--- src/rtl/rom_dump_sequencer.sv ---
`timescale 1ns/1ps
// -----------------------------------------------------------------------------
// rom_dump_sequencer
//
// Purpose:
//   Reads out a whole 556PT5 (3604) / 556PT4 (3601) bipolar ROM without any
//   operator interaction. Each address 0 .. 2^ADDRESS_WIDTH-1 is driven to the
//   chip together with the read operation code. The address is held for
//   SETTLE_CYCLES clocks, the data pins are then sampled, and the resulting
//   {address, data} word is offered downstream on a valid/ready handshake.
//   The dump stops after the word at the all-ones address has been accepted.
//
// Ports:
//   i_clk           clock, single domain
//   i_reset         synchronous active-high reset
//   i_start         begin a dump (looked at only while idle)
//   i_abort         stop the dump and return to idle, dropping any pending word
//   i_data_line_in  data pins from the ROM
//   o_operation     V1..V4 control code to the ROM
//   o_address_line  address pins to the ROM
//   o_out_valid     o_out_data / o_out_address / o_out_last are valid
//   i_out_ready     downstream accepts the current word
//   o_out_data      sampled ROM word
//   o_out_address   address the word was read from
//   o_out_last      word comes from the last address
//   o_busy          dump in progress (settling or presenting a word)
//   o_done          one-cycle pulse after the last word has been transferred
// -----------------------------------------------------------------------------
module rom_dump_sequencer #(
    parameter int unsigned DATA_WIDTH    = 8,
    parameter int unsigned ADDRESS_WIDTH = 9,
    parameter int unsigned SETTLE_CYCLES = 4,
    parameter logic [3:0]  OP_READ       = 4'b1100,
    parameter logic [3:0]  OP_IDLE       = 4'b0000
) (
    input  logic                     i_clk,
    input  logic                     i_reset,
    input  logic                     i_start,
    input  logic                     i_abort,
    input  logic [DATA_WIDTH-1:0]    i_data_line_in,
    output logic [3:0]               o_operation,
    output logic [ADDRESS_WIDTH-1:0] o_address_line,
    output logic                     o_out_valid,
    input  logic                     i_out_ready,
    output logic [DATA_WIDTH-1:0]    o_out_data,
    output logic [ADDRESS_WIDTH-1:0] o_out_address,
    output logic                     o_out_last,
    output logic                     o_busy,
    output logic                     o_done
);

    localparam int unsigned CNT_W = $clog2(SETTLE_CYCLES + 1);
    // Value of the settle counter during the final settle cycle.
    localparam logic [CNT_W-1:0] CNT_LAST = CNT_W'(SETTLE_CYCLES - 1);

    typedef enum logic [1:0] {
        S_IDLE,
        S_SETUP,
        S_OUTPUT,
        S_DONE
    } state_t;

    state_t                   r_state;
    logic [CNT_W-1:0]         r_count;
    logic [ADDRESS_WIDTH-1:0] r_address;
    logic [3:0]               r_operation;
    logic                     r_out_valid;
    logic [DATA_WIDTH-1:0]    r_out_data;
    logic [ADDRESS_WIDTH-1:0] r_out_address;
    logic                     r_out_last;
    logic                     r_busy;
    logic                     r_done;

    state_t                   w_state_next;
    logic [CNT_W-1:0]         w_count_next;
    logic [ADDRESS_WIDTH-1:0] w_address_next;
    logic [3:0]               w_operation_next;
    logic                     w_out_valid_next;
    logic [DATA_WIDTH-1:0]    w_out_data_next;
    logic [ADDRESS_WIDTH-1:0] w_out_address_next;
    logic                     w_out_last_next;
    logic                     w_done_next;

    // Next-state and next-output logic. Every output is registered, so this
    // block computes the value each register takes at the coming edge.
    always_comb begin
        // NOTE: every signal gets a default before the case so no path can
        // leave one unassigned, which would infer a latch.
        w_state_next       = r_state;
        w_count_next       = r_count;
        w_address_next     = r_address;
        w_operation_next   = r_operation;
        w_out_valid_next   = r_out_valid;
        w_out_data_next    = r_out_data;
        w_out_address_next = r_out_address;
        w_out_last_next    = r_out_last;
        w_done_next        = 1'b0;

        unique case (r_state)
            S_IDLE: begin
                // start together with abort leaves the sequencer idle.
                if (i_start && !i_abort) begin
                    w_state_next     = S_SETUP;
                    w_address_next   = '0;
                    w_count_next     = '0;
                    w_operation_next = OP_READ;
                end
            end
            S_SETUP: begin
                if (r_count == CNT_LAST) begin
                    // Address has been stable for SETTLE_CYCLES clocks; the
                    // ROM output is trusted here without synchronisation.
                    w_out_data_next    = i_data_line_in;
                    w_out_address_next = r_address;
                    w_out_last_next    = (r_address == '1);
                    w_out_valid_next   = 1'b1;
                    w_state_next       = S_OUTPUT;
                end else begin
                    w_count_next = r_count + 1'b1;
                end
            end
            S_OUTPUT: begin
                if (r_out_valid && i_out_ready) begin
                    w_out_valid_next = 1'b0;
                    if (r_out_last) begin
                        // The last address ends the dump, so the address
                        // counter never wraps.
                        w_state_next     = S_DONE;
                        w_operation_next = OP_IDLE;
                        w_address_next   = '0;
                        w_done_next      = 1'b1;
                    end else begin
                        w_state_next   = S_SETUP;
                        w_address_next = r_address + 1'b1;
                        w_count_next   = '0;
                    end
                end
            end
            S_DONE: begin
                w_state_next = S_IDLE;
            end
            default: begin
                w_state_next = S_IDLE;
            end
        endcase

        // Abort overrides the handshake: a word on offer is dropped even if
        // it would have been accepted at this same edge.
        if (i_abort && (r_state != S_IDLE)) begin
            w_state_next     = S_IDLE;
            w_out_valid_next = 1'b0;
            w_operation_next = OP_IDLE;
            w_address_next   = '0;
            w_count_next     = '0;
            w_done_next      = 1'b0;
        end
    end

    always_ff @(posedge i_clk) begin
        // NOTE: non-blocking assignments so every register updates from the
        // values present before the edge, independent of statement order.
        if (i_reset) begin
            r_state       <= S_IDLE;
            r_count       <= '0;
            r_address     <= '0;
            r_operation   <= OP_IDLE;
            r_out_valid   <= 1'b0;
            r_out_data    <= '0;
            r_out_address <= '0;
            r_out_last    <= 1'b0;
            r_busy        <= 1'b0;
            r_done        <= 1'b0;
        end else begin
            r_state       <= w_state_next;
            r_count       <= w_count_next;
            r_address     <= w_address_next;
            r_operation   <= w_operation_next;
            r_out_valid   <= w_out_valid_next;
            r_out_data    <= w_out_data_next;
            r_out_address <= w_out_address_next;
            r_out_last    <= w_out_last_next;
            r_busy        <= (w_state_next == S_SETUP) || (w_state_next == S_OUTPUT);
            r_done        <= w_done_next;
        end
    end

    assign o_operation    = r_operation;
    assign o_address_line = r_address;
    assign o_out_valid    = r_out_valid;
    assign o_out_data     = r_out_data;
    assign o_out_address  = r_out_address;
    assign o_out_last     = r_out_last;
    assign o_busy         = r_busy;
    assign o_done         = r_done;

endmodule

--- config.mk ---
export PLATFORM = sky130hd
export DESIGN_NAME = rom_dump_sequencer
export DESIGN_NICKNAME = d
export VERILOG_FILES = /design/src/rtl/rom_dump_sequencer.sv
export SDC_FILE = /design/constraint.sdc
export NUM_CORES = 1
export LEC_CHECK = 0
export CAP_MARGIN = 0
export CORE_ASPECT_RATIO = 0.7
export CORE_MARGIN = 2
export CORE_UTILIZATION = 49
export CTS_CLUSTER_DIAMETER = 200
export CTS_CLUSTER_SIZE = 16
export DETAILED_ROUTE_END_ITERATION = 8
export PLACE_DENSITY = 0.93
export SYNTH_ARGS = -nofsm -noshare
export SYNTH_HDL_FRONTEND = slang
export SYNTH_SLANG_ARGS = --single-unit
--- constraint.sdc ---
create_clock -name i_clk -period 3.6 [get_ports i_clk]
set_input_delay 0.72 -clock i_clk [delete_from_list [all_inputs] [get_ports i_clk]]
set_output_delay 0.72 -clock i_clk [all_outputs]
set_load 0.1 [all_outputs]
==> impl_metrics.tcl <==
set metrics [dict create \
    synth_async_sr_flop_share_pct 0 \
    seqPwrFrac_pct 47.1 \
    initial_utilization_pct 50.4 \
    n_antenna_cell 0 \
    instances_no_fill 262 \
    cpLargestDelayFamily "buffers and inverters" \
    place_hpwl_um 2440 \
    crit_path_top_delay_cell "clkdlybuf4s50_1" \
    switching_share_pct 22.2 \
    drv_cap 0 \
    avgSynthCellArea_um2 8.50 \
    cp.depth 1 \
    dr_total_vias 1424 \
    min_from "o_out_address[5]" \
    status "finished, final reports clean" \
    cp_data_required_time_ns 2.88 \
    yosys-top-cells-area "dfxtp_1, nand2_1, a21oi_1" \
    grt_pass1_wl_um 5870 \
    p_leak_nw 0.737 \
    overflow 0 \
    rsz0062_at_grt "no" \
    p_switching_w 0.000191 \
    grt_usage_pct 21.2 \
    path_cells "clkdlybuf4s50_1" \
    synth-seq-cells 36 \
    finClkSkew_ns 0.00604 \
    ctsHoldBuffers 0 \
    slew-limit-headroom_pct 33.8 \
    holdCritPathClass "register to register" \
    grt_pass1_vias 1276 \
    h-tree-depth 2 \
    clock_sinks 36 \
    fmax_mhz 370 \
    final_common_cell "nand2_1" \
    dr.pass1.iters 4 \
    cts_tree "yes" \
    fp.dieW_um 71.3 \
    reg2reg_from "r_count[0]" \
    io_buffers 44 \
    reg2reg_depth 4 \
    finalMaxSlewViolations 0 \
    ys.warnings.count 0 \
    combPwrFrac_pct 8.1 \
    cts_root_buffer "clkbuf_8" \
    remaining_drc_errors 0 \
    clk_path_buf_depth 2 \
    finalCritPeriodShare_pct 75.0 \
    area_growth_pct 34.5 \
    hold_viol_final 0 \
    crit_start "o_address_line[4]" \
    yosysTopAreaCell "dfxtp_1" \
    drt_iter0_markers 75 \
    critPathLaunchType "register" \
    clk_latency_ns 0.29 \
    p_int_w 0.000670 \
    hold_depth 2 \
    placedCellCount 254 \
    rows 17 \
    core-area_mm2 0.00308 \
    yosysSeqAreaShare_pct 46.3 \
    tightestPinTransition_ns 0.990 \
    layout_common_cells "nand2_1, clkdlybuf4s50_1, dfxtp_1" \
    path_max_fanout 9 \
    slowest_delay_ns 1.20 \
    die_area_mm2 0.00365 \
    fin_nets 240 \
    routedWlPerCell_um 13.4 \
    p_per_area_mw_per_mm2 411 \
    setup_tns_ns 0 \
    ir_drop_mv 0.313 \
    setup_violations 0 \
    cts_made_buffers 5 \
    yosysUniqueCellTypes 39 \
    cts_resized 0 \
    crit_arrival_ns 1.98 \
    num_io_pins 47 \
    die_h_um 51.1 \
    antenna_found_initial 0 \
    ant_nets 0 \
    postSynthCellCount 183 \
    worst_setup_path_end_kind "output pin" \
    viasPerCell 5.44 \
    post-cts-setup-buffers 0 \
    fin_crit_ns 2.70 \
    syn_area_mm2 0.00156 \
    place.gp.congestion 0.814 \
    synth_edf_count 0 \
    drive_gt1_share_pct 8.04 \
    fillers 261 \
    grt_max_degree 22 \
    synth_top_area_share_pct 46.3 \
    path_clk_slew_ns 0.07 \
    clockPowerShare_pct 44.7 \
    ys.flop_type "dfxtp_1" \
    wl_um 3520 \
    critical_path_buf_inv_count 1 \
    crit_type "register to output pin" \
]
==> per-stage QoR <==
| stage | utilization, % | setup WS (ns) | hold WS (ns) | cell area [um^2] | total power [W] |
|---|---|---|---|---|---|
| 5_1_grt | 67.8 | 0.838 | 0.472 | 2090 | 0.000890 |
| 6_report | 67.8 | 0.898 | 0.456 | 2090 | 0.000860 |
| 3_3_place_gp | 63.7 | 1.09 | 0.442 | 1970 | 0.000484 |
| 2_1_floorplan | - | 1.51 | 0.456 | 1560 | 0.000465 |
| 4_1_cts | 67.8 | 0.901 | 0.456 | 2090 | 0.000865 |
| 3_5_place_dp | 63.7 | 1.05 | 0.446 | 1970 | 0.000484 |
==> metal layers <==
layer  track usage, %  routed length [um]  vias to the layer above
met3             6.90                 247                        8
met2             33.0                1580                       49
met4             10.1                  57                        0
li1                 -                   -                      707
met1             26.8                1630                      660
met5                0                   0                        -
==> cell type report <==
type	count	area [um^2]	share of cell area, %
flip-flops and latches	36	721	34.4
multi-input cells	132	747	35.7
repair buffers	44	435	20.8
clock inverters	1	30.0	1.44
clock buffers	7	96.3	4.61
well taps	38	47.5	2.27
inverters	4	15.0	0.718
==> state kept, by name (all words and copies together), names as in the netlist <==
name and cells:
o_out_address 9, r_count 3, o_address_line 9, o_operation 1
o_out_data 8, o_out_valid 1, o_busy 1, o_done 1
o_out_last 1, r_state 2
==> kinds of logic (layout without fill, tap and decap cells) <==
family	after synthesis	in the layout	share of synthesized area, %
AO/OA/AOI/OAI	46	46	17.5
adder cells (fa/ha/maj)	4	4	3.22
buffers and inverters	16	56	5.87
flip-flops	36	36	46.3
multiplexers	1	1	0.644
other	1	2	0.241
AND/OR/NAND/NOR	79	79	26.2
==> cell usage after synthesis, types with 2 or more instances <==
library cell,instances
nand2_1,43
clkbuf_1,3
ha_1,4
a21oi_1,28
nor3_1,2
nand3b_1,3
buf_4,3
buf_2,4
a211oi_1,2
nor2_1,12
inv_1,4
o21ai_0,6
buf_6,2
dfxtp_1,36
nand3_1,5
a311oi_1,3
==> worst paths after layout <==
kind	to	slack (ns)
worst min-delay path	o_out_address[5]	0.46
worst max register to register	r_state[1]	1.83
worst max-delay path	o_address_line[4]	0.90
worst min register to register	o_out_address[5]	0.46
==> power by group through the flow <==
| stage | Clock, W | Sequential (W) | Combinational, W |
|---|---|---|---|
| finish | 0.000385 | 0.000405 | 0.0000700 |
| global route | 0.000410 | 0.000406 | 0.0000738 |
| CTS | 0.000389 | 0.000405 | 0.0000699 |
| detailed placement | 0 | 0.000414 | 0.0000697 |
| global placement | 0 | 0.000414 | 0.0000693 |
| floorplan | 0 | 0.000423 | 0.0000425 |
(Power assumes the default switching activity.)
